**src/rtl/i2s_tx_tdm_pkg.sv**
```systemverilog
// Shared types and widths for the multi-lane TDM I2S transmitter.
package i2s_tx_tdm_pkg;

   localparam int OFFSET_W = 9;

   typedef enum logic [2:0] {
      IDLE,
      PRELOAD,
      WAIT_FS,
      OFFSET,
      RUN
   } state_t;

   // Configuration fields must be at least one bit wide, even for a single lane.
   function automatic int min_width(input int n);
      return (n > 1) ? $clog2(n) : 1;
   endfunction

endpackage

```
**src/rtl/i2s_tx_tdm_channel_if.sv**
```systemverilog
// TX FIFO word handshake between the uDMA FIFO (master) and the transmitter (slave).
interface i2s_tx_tdm_channel_if #(
   parameter int DW = 32
);

   logic [DW-1:0] data;
   logic          valid;
   logic          ready;

   modport master (
      output data,
      output valid,
      input  ready
   );

   modport slave (
      input  data,
      input  valid,
      output ready
   );

endinterface

```
**src/rtl/i2s_tx_lane_shifter.sv**
```systemverilog
// One serial lane: shadow word filled from the FIFO, shift word being sent, registered sd.
module i2s_tx_lane_shifter #(
   parameter int DW    = 32,
   parameter int BIT_W = 5
) (
   input  logic             clk,
   input  logic             rstn,
   input  logic             clear,
   input  logic             active,
   input  logic             wr_en,
   input  logic [DW-1:0]    wr_data,
   input  logic             load,
   input  logic             zero_load,
   input  logic             shift,
   input  logic [BIT_W-1:0] bit_idx,
   output logic             sd
);

   logic [DW-1:0] shadow;
   logic [DW-1:0] shift_reg;

   // The first bit of a slot comes straight from the shadow so it lands on the slot boundary.
   always_ff @(posedge clk) begin
      if (!rstn || clear) begin
         shadow    <= '0;
         shift_reg <= '0;
         sd        <= 1'b0;
      end else begin
         if (wr_en) begin
            shadow <= wr_data;
         end
         if (load) begin
            shift_reg <= shadow;
            sd        <= active & shadow[bit_idx];
         end else if (zero_load) begin
            shift_reg <= '0;
            sd        <= 1'b0;
         end else if (shift) begin
            sd <= active & shift_reg[bit_idx];
         end else begin
            sd <= 1'b0;
         end
      end
   end

endmodule

```
**src/rtl/i2s_tx_tdm_channel.sv**
```systemverilog
// Multi-lane, multi-slot TDM/DSP-mode I2S transmitter on the sck domain.
// Optional per-slot masking is built in when I2S_TX_SLOT_MASK_EN is defined.
module i2s_tx_tdm_channel
   import i2s_tx_tdm_pkg::*;
#(
   parameter  int NUM_LANES = 2,
   parameter  int NUM_SLOTS = 8,
   parameter  int DW        = 32,
   localparam int LANE_W    = min_width(NUM_LANES),
   localparam int SLOT_W    = min_width(NUM_SLOTS),
   localparam int BIT_W     = min_width(DW)
) (
   input  logic                 sck_i,
   input  logic                 rstn_i,
   input  logic                 ws_i,
   output logic [NUM_LANES-1:0] sd_o,
   i2s_tx_tdm_channel_if.slave  fifo,
   output logic                 ready_to_send_o,
   output logic                 underrun_o,
   input  logic                 cfg_en_i,
   input  logic [BIT_W-1:0]     cfg_num_bits_i,
   input  logic [SLOT_W-1:0]    cfg_num_slots_i,
   input  logic [LANE_W-1:0]    cfg_num_lanes_i,
`ifdef I2S_TX_SLOT_MASK_EN
   input  logic [NUM_SLOTS-1:0] cfg_slot_mask_i,
`endif
   input  logic                 cfg_lsb_first_i,
   input  logic [OFFSET_W-1:0]  cfg_offset_i
);

   localparam int FILL_W = LANE_W + 1;

   state_t              state;
   logic [FILL_W-1:0]   fill_ptr;
   logic [BIT_W-1:0]    bit_cnt;
   logic [SLOT_W-1:0]   slot_cnt;
   logic [OFFSET_W-1:0] off_cnt;

   logic                shadows_full;
   logic                fifo_fire;
   logic                last_bit;
   logic                last_slot;
   logic                frame_end;
   logic                frame_go;
   logic                run_start;
   logic                slot_start;
   logic [SLOT_W-1:0]   start_slot;
   logic                slot_on;
   logic                load;
   logic                zero_load;
   logic                shift;
   logic [BIT_W-1:0]    next_cnt;
   logic [BIT_W-1:0]    bit_idx;

   assign shadows_full = fill_ptr > {1'b0, cfg_num_lanes_i};
   assign fifo.ready   = (state != IDLE) && (fill_ptr <= {1'b0, cfg_num_lanes_i});
   assign fifo_fire    = fifo.valid && fifo.ready;

   // A frame sync on the very last bit chains the next frame with no idle bit.
   assign last_bit   = (state == RUN) && (bit_cnt == cfg_num_bits_i);
   assign last_slot  = (slot_cnt == cfg_num_slots_i);
   assign frame_end  = last_bit && last_slot;
   assign frame_go   = ws_i && ((state == WAIT_FS) || frame_end);
   assign run_start  = (frame_go && (cfg_offset_i == '0)) || ((state == OFFSET) && (off_cnt == '0));
   assign slot_start = run_start || (last_bit && !last_slot);
   assign start_slot = run_start ? '0 : slot_cnt + SLOT_W'(1);

`ifdef I2S_TX_SLOT_MASK_EN
   assign slot_on = cfg_slot_mask_i[start_slot];
`else
   assign slot_on = 1'b1;
`endif

   // An incomplete set of shadows sends a zero slot but keeps the partial words for the next one.
   assign load      = slot_start && slot_on && shadows_full;
   assign zero_load = slot_start && !load;
   assign shift     = (state == RUN) && !last_bit;
   assign next_cnt  = slot_start ? '0 : bit_cnt + BIT_W'(1);
   assign bit_idx   = cfg_lsb_first_i ? next_cnt : cfg_num_bits_i - next_cnt;

   // Frame sequencing, counters and fill pointer; status outputs are registered here too.
   always_ff @(posedge sck_i) begin
      if (!rstn_i || !cfg_en_i) begin
         state           <= IDLE;
         fill_ptr        <= '0;
         bit_cnt         <= '0;
         slot_cnt        <= '0;
         off_cnt         <= '0;
         underrun_o      <= 1'b0;
         ready_to_send_o <= 1'b0;
      end else begin
         underrun_o <= slot_start && slot_on && !shadows_full;

         if (load) begin
            fill_ptr <= '0;
         end else if (fifo_fire) begin
            fill_ptr <= fill_ptr + FILL_W'(1);
         end

         if (slot_start) begin
            bit_cnt  <= '0;
            slot_cnt <= start_slot;
         end else if (shift) begin
            bit_cnt <= bit_cnt + BIT_W'(1);
         end

         case (state)
            IDLE: begin
               state <= PRELOAD;
            end
            PRELOAD: begin
               if (shadows_full) begin
                  state           <= WAIT_FS;
                  ready_to_send_o <= 1'b1;
               end
            end
            WAIT_FS, RUN: begin
               if (frame_go) begin
                  if (cfg_offset_i == '0) begin
                     state <= RUN;
                  end else begin
                     state   <= OFFSET;
                     off_cnt <= cfg_offset_i - OFFSET_W'(1);
                  end
               end else if (frame_end) begin
                  state <= WAIT_FS;
               end
            end
            OFFSET: begin
               if (off_cnt == '0) begin
                  state <= RUN;
               end else begin
                  off_cnt <= off_cnt - OFFSET_W'(1);
               end
            end
            default: begin
               state <= IDLE;
            end
         endcase
      end
   end

   for (genvar l = 0; l < NUM_LANES; l++) begin : g_lane
      i2s_tx_lane_shifter #(
         .DW    (DW),
         .BIT_W (BIT_W)
      ) u_lane (
         .clk       (sck_i),
         .rstn      (rstn_i),
         .clear     (!cfg_en_i),
         .active    (FILL_W'(l) <= {1'b0, cfg_num_lanes_i}),
         .wr_en     (fifo_fire && (fill_ptr == FILL_W'(l))),
         .wr_data   (fifo.data),
         .load      (load),
         .zero_load (zero_load),
         .shift     (shift),
         .bit_idx   (bit_idx),
         .sd        (sd_o[l])
      );
   end

endmodule

```
**src/flat_wrapper.sv**
```systemverilog
// flat-port wrapper written by rule: the top's interface ports become plain ports
module i2s_tx_tdm_channel_flat import i2s_tx_tdm_pkg::*;
#(
   parameter  int NUM_LANES = 2,
   parameter  int NUM_SLOTS = 8,
   parameter  int DW        = 32,
   localparam int LANE_W    = min_width(NUM_LANES),
   localparam int SLOT_W    = min_width(NUM_SLOTS),
   localparam int BIT_W     = min_width(DW)
)
  (sck_i, rstn_i, ws_i, sd_o, ready_to_send_o, underrun_o, cfg_en_i, cfg_num_bits_i, cfg_num_slots_i, cfg_num_lanes_i, cfg_lsb_first_i, cfg_offset_i, fifo_data, fifo_valid, fifo_ready);
  i2s_tx_tdm_channel_if #(.DW(DW)) fifo_i ();
  input  logic sck_i;
  input  logic rstn_i;
  input  logic ws_i;
  output logic [NUM_LANES-1:0] sd_o;
  output logic ready_to_send_o;
  output logic underrun_o;
  input  logic cfg_en_i;
  input  logic [BIT_W-1:0] cfg_num_bits_i;
  input  logic [SLOT_W-1:0] cfg_num_slots_i;
  input  logic [LANE_W-1:0] cfg_num_lanes_i;
  input  logic cfg_lsb_first_i;
  input  logic [OFFSET_W-1:0] cfg_offset_i;
  input wire logic [$bits(fifo_i.data)-1:0] fifo_data;
  input wire logic [$bits(fifo_i.valid)-1:0] fifo_valid;
  output wire logic [$bits(fifo_i.ready)-1:0] fifo_ready;
  assign fifo_i.data = fifo_data;
  assign fifo_i.valid = fifo_valid;
  assign fifo_ready = fifo_i.ready;
  i2s_tx_tdm_channel #(.NUM_LANES(NUM_LANES), .NUM_SLOTS(NUM_SLOTS), .DW(DW)) u_core (.sck_i(sck_i), .rstn_i(rstn_i), .ws_i(ws_i), .sd_o(sd_o), .fifo(fifo_i), .ready_to_send_o(ready_to_send_o), .underrun_o(underrun_o), .cfg_en_i(cfg_en_i), .cfg_num_bits_i(cfg_num_bits_i), .cfg_num_slots_i(cfg_num_slots_i), .cfg_num_lanes_i(cfg_num_lanes_i), .cfg_lsb_first_i(cfg_lsb_first_i), .cfg_offset_i(cfg_offset_i));
endmodule
```
**config.mk**
```make
export PLATFORM = sky130hd
export DESIGN_NAME = i2s_tx_tdm_channel_flat
export DESIGN_NICKNAME = d
export VERILOG_FILES = /design/src/rtl/i2s_tx_tdm_pkg.sv /design/src/rtl/i2s_tx_tdm_channel_if.sv /design/src/rtl/i2s_tx_lane_shifter.sv /design/src/rtl/i2s_tx_tdm_channel.sv /design/src/flat_wrapper.sv
export SDC_FILE = /design/constraint.sdc
export NUM_CORES = 1
export LEC_CHECK = 0
export CAP_MARGIN = 30
export CORE_ASPECT_RATIO = 1.2
export CORE_MARGIN = 2
export CORE_UTILIZATION = 50
export CTS_CLUSTER_SIZE = 24
export DETAILED_ROUTE_END_ITERATION = 16
export GPL_TIMING_DRIVEN = 0
export PLACE_DENSITY = 0.74
export SETUP_SLACK_MARGIN = 0.2
export SYNTH_ARGS = -nofsm -noshare
export SYNTH_HDL_FRONTEND = slang
export SYNTH_SLANG_ARGS = --single-unit
```
**constraint.sdc**
```tcl
create_clock -name sck_i -period 6.4 [get_ports sck_i]
set_input_delay 1.28 -clock sck_i [delete_from_list [all_inputs] [get_ports sck_i]]
set_output_delay 1.28 -clock sck_i [all_outputs]
set_load 0.01 [all_outputs]
```
==> impl_metrics.csv <==
group,metric,value,unit
pwr,p_leak,3.43,nW
sta,setup_tns,0,ns
worst_setup_path,reg2reg_depth,18,
synthesis,netlist_area,0.00750,sq mm
job,max_cap_violations,0,
sta,clock_skew,0.00710,ns
place,port_buffers,60,
sta,finalCritPeriodShare,0.910,
worst_setup_path,rr_endpoint,"u_core.g_lane[1].u_lane.sd",
sta,maxSlewViolCount,0,
clocking,cts_buffers,17,
global_routing,grt_pass1_wl,33600,microns
global_routing,grt_pass1_vias,6623,
place,post-dp-hpwl,15300,microns
worst_hold_path,min_path_type,"flip-flop to flip-flop",
global_routing,antenna_found_initial,0,
worst_setup_path,cpPeakStageDelay,0.68,ns
sta,fin_crit,5.82,ns
drt,avgViaCountPerCell,5.82,
synthesis,async_reset_ff_frac,0,
sta,worst_pin_slew,0.741,ns
finish,design_area,0.00905,sq mm
synthesis,ys_seq_elements,154,
worst_setup_path,worstPathCellList,"clkdlybuf4s50_1, xnor2_1, nand4_1, nor3_1, nor3_2, nand2_1, ha_1, nor2b_1, o21a_1, or3_1, a21oi_1, xnor2_1, or3_1, clkbuf_1, a221oi_2, a221oi_1, a311oi_1, a31o_1",
clocking,cts_setup_buffers,0,
global_routing,grt_overflow_total,0,
finish,finalNetCount,1039,
synthesis,yosysTopAreaCell,"dfxtp_1",
sta,max_freq,0.172,GHz
worst_setup_path,cp_max_fo,9,
drt,routedWlPerCell,17.6,microns
clocking,ctsHoldBuffers,0,
worst_setup_path,crit_start,"cfg_num_bits_i[0]",
place,gp_congestion,0.937,
die,fp.dieH,138,microns
die,core_area,0.0148,sq mm
die,rows,49,
worst_setup_path,end_kind,"flip-flop",
run_status,outcome,"finished, final reports clean",
pwr,total_power,0.00233,W
synthesis,synthTopCellsByArea,"dfxtp_1 41%, nand2_1 9.8%, mux2i_1 9.6%",
worst_setup_path,crit_arrival,6.20,ns
worst_setup_path,worstPathRequired,6.77,ns
synthesis,synth_cells,894,
clocking,htreeDepth,4,
pwr,power.density,258,mW/mm^2
synthesis,synth_edf_count,0,
clocking,clockBufferDepth,2,
worst_setup_path,worstSetupEndpoint,"u_core.g_lane[1].u_lane.sd",
synthesis,yosys_warnings,0,
die,num_io_pins,61,
global_routing,grtUsageTotal,0.269,
synthesis,avgSynthCellArea,8.39,sq um
synthesis,yosysTopAreaCellShare,0.411,
worst_setup_path,reg2reg_from,"u_core.bit_cnt[2]",
die,die_area,0.0160,sq mm
sta,setup_viol,0,
clocking,cts_tree,"done",
sta,rsz0062_at_grt,"false",
place,dpl-instance-area,0.00836,sq mm
clocking,postCtsResizedCells,0,
finish,drive_gt1_frac,0.0579,
synthesis,synth_cell_types,62,
drt,dr.pass1.iters,6,
sta,hold_viol,0,
synthesis,ys.flop_type,"dfxtp_1",
die,die_x,116,microns
clocking,cts-root-buf,"clkbuf_16",
synthesis,synth.net_count,960,
sta,max_slew_margin,0.501,
worst_setup_path,rrSetupSlack,1.54,ns
finish,antenna_cells,0,
drt,first_iter_violations,799,
worst_setup_path,start_kind,"input pin",
drt,drc_errors,0,
drt,wirelength,20900,microns
synthesis,yosysSeqAreaShare,0.411,
worst_setup_path,path_class,"input pin to flip-flop",
drt,num_vias,6918,
clocking,path_clk_slew,0.06,ns
worst_setup_path,crit_path_top_delay_cell,"nor3_1",
die,floorplan.initialDensity,0.506,
clocking,cts_sinks,154,
sta,hold_ws,0.470,ns
pwr,vdd_ir_drop_max,144,uV
finish,area_delta_synth_final,20.6,%
clocking,clk_latency,0.43,ns
global_routing,grt_max_degree,17,
drt,ant_nets,0,
==> layer usage <==
metal / vias up / global-route usage / wire length, microns
li1: 3350 / - / -
met5: - / 0 / 0
met2: 274 / 0.439 / 9910
met4: 0 / 0.125 / 753
met1: 3224 / 0.344 / 8870
met3: 70 / 0.0495 / 1370
==> metrics by stage <==
stage,cells,util,setup WS (ns)
2_1_floorplan,894,-,1.34
3_3_place_gp,1158,0.563,0.299
3_5_place_dp,1158,0.563,0.225
4_1_cts,1189,0.610,0.651
5_1_grt,1189,0.610,0.340
6_report,1189,0.610,0.576
==> synth_stat cells (8+ instances only) <==
| cell | number |
|---|---|
| mux2i_1 | 72 |
| o21ai_0 | 23 |
| nor2_1 | 52 |
| a22o_1 | 64 |
| nor3_1 | 19 |
| xor2_1 | 9 |
| xnor2_1 | 10 |
| a22oi_1 | 9 |
| clkbuf_1 | 44 |
| and3_1 | 8 |
| nand2_1 | 196 |
| ha_1 | 9 |
| inv_1 | 8 |
| nand3_1 | 16 |
| dfxtp_1 | 154 |
| a21oi_1 | 95 |
==> worst min path at each step <==
stage,startpoint,endpoint,cells past startpoint
after detailed placement,u_core.ready_to_send_o,u_core.ready_to_send_o,2
after CTS,u_core.g_lane[1].u_lane.shadow[22],u_core.g_lane[1].u_lane.shadow[22],2
after global placement,u_core.ready_to_send_o,u_core.ready_to_send_o,2
after floorplan,u_core.fill_ptr[1],u_core.fill_ptr[1],2
after global routing,u_core.g_lane[1].u_lane.shift_reg[18],u_core.g_lane[1].u_lane.shift_reg[18],1
final,u_core.g_lane[0].u_lane.shadow[9],u_core.g_lane[0].u_lane.shadow[9],2
==> cells in the final DEF, fill, tap and decap left out, types with 6 or more instances in the layout <==
cell	n
bufinv_16	7
nand2_1	196
ha_1	9
clkdlybuf4s50_1	60
nand3_1	16
and3_1	8
clkbuf_1	45
a31oi_1	7
mux2i_1	72
a21oi_1	95
clkbuf_16	17
a211oi_1	7
inv_1	8
a22o_1	64
buf_2	6
xnor2_1	10
nor3_1	19
a22oi_1	9
dfxtp_1	154
xor2_1	9
nor2_1	52
o21ai_0	23
==> cells by family (layout without fill, tap and decap cells) <==
group / Yosys count / in the layout / share of synthesized area
compound gates: 245 / 245 / 0.221
xor+xnor: 21 / 21 / 0.0280
fa+ha+maj: 10 / 10 / 0.0177
buf+inv: 68 / 159 / 0.0400
flops: 154 / 154 / 0.411
mux: 73 / 73 / 0.0976
simple gates: 323 / 323 / 0.184
==> where the power goes <==
part / total [W] / switching [W] / internal, W
combinational: 0.000188 / 0.000112 / 0.0000756
clock: 0.00118 / 0.000399 / 0.000777
sequential: 0.000966 / 0.00000365 / 0.000963
==> final cells by class <==
type	instances	area (sq um)
buffer	60	270
tap	204	255
multi-input combinational	672	4120
timing repair buffer	60	601
sequential	154	3080
fill	1366	5790
inverter	8	30.0
clock buffer	19	443
clock inverter	12	245
==> critical path, delay by kind of cell <==
family,cells,cell delay [ns]
and+or+nand+nor,7,2.28
buffers and inverters,2,0.85
AOI/OAI and AO/OA,6,1.18
adders and majority gates,1,0.28
xor gates and xnor gates,2,0.31
Note: power is estimated with default switching activity, not from simulation.
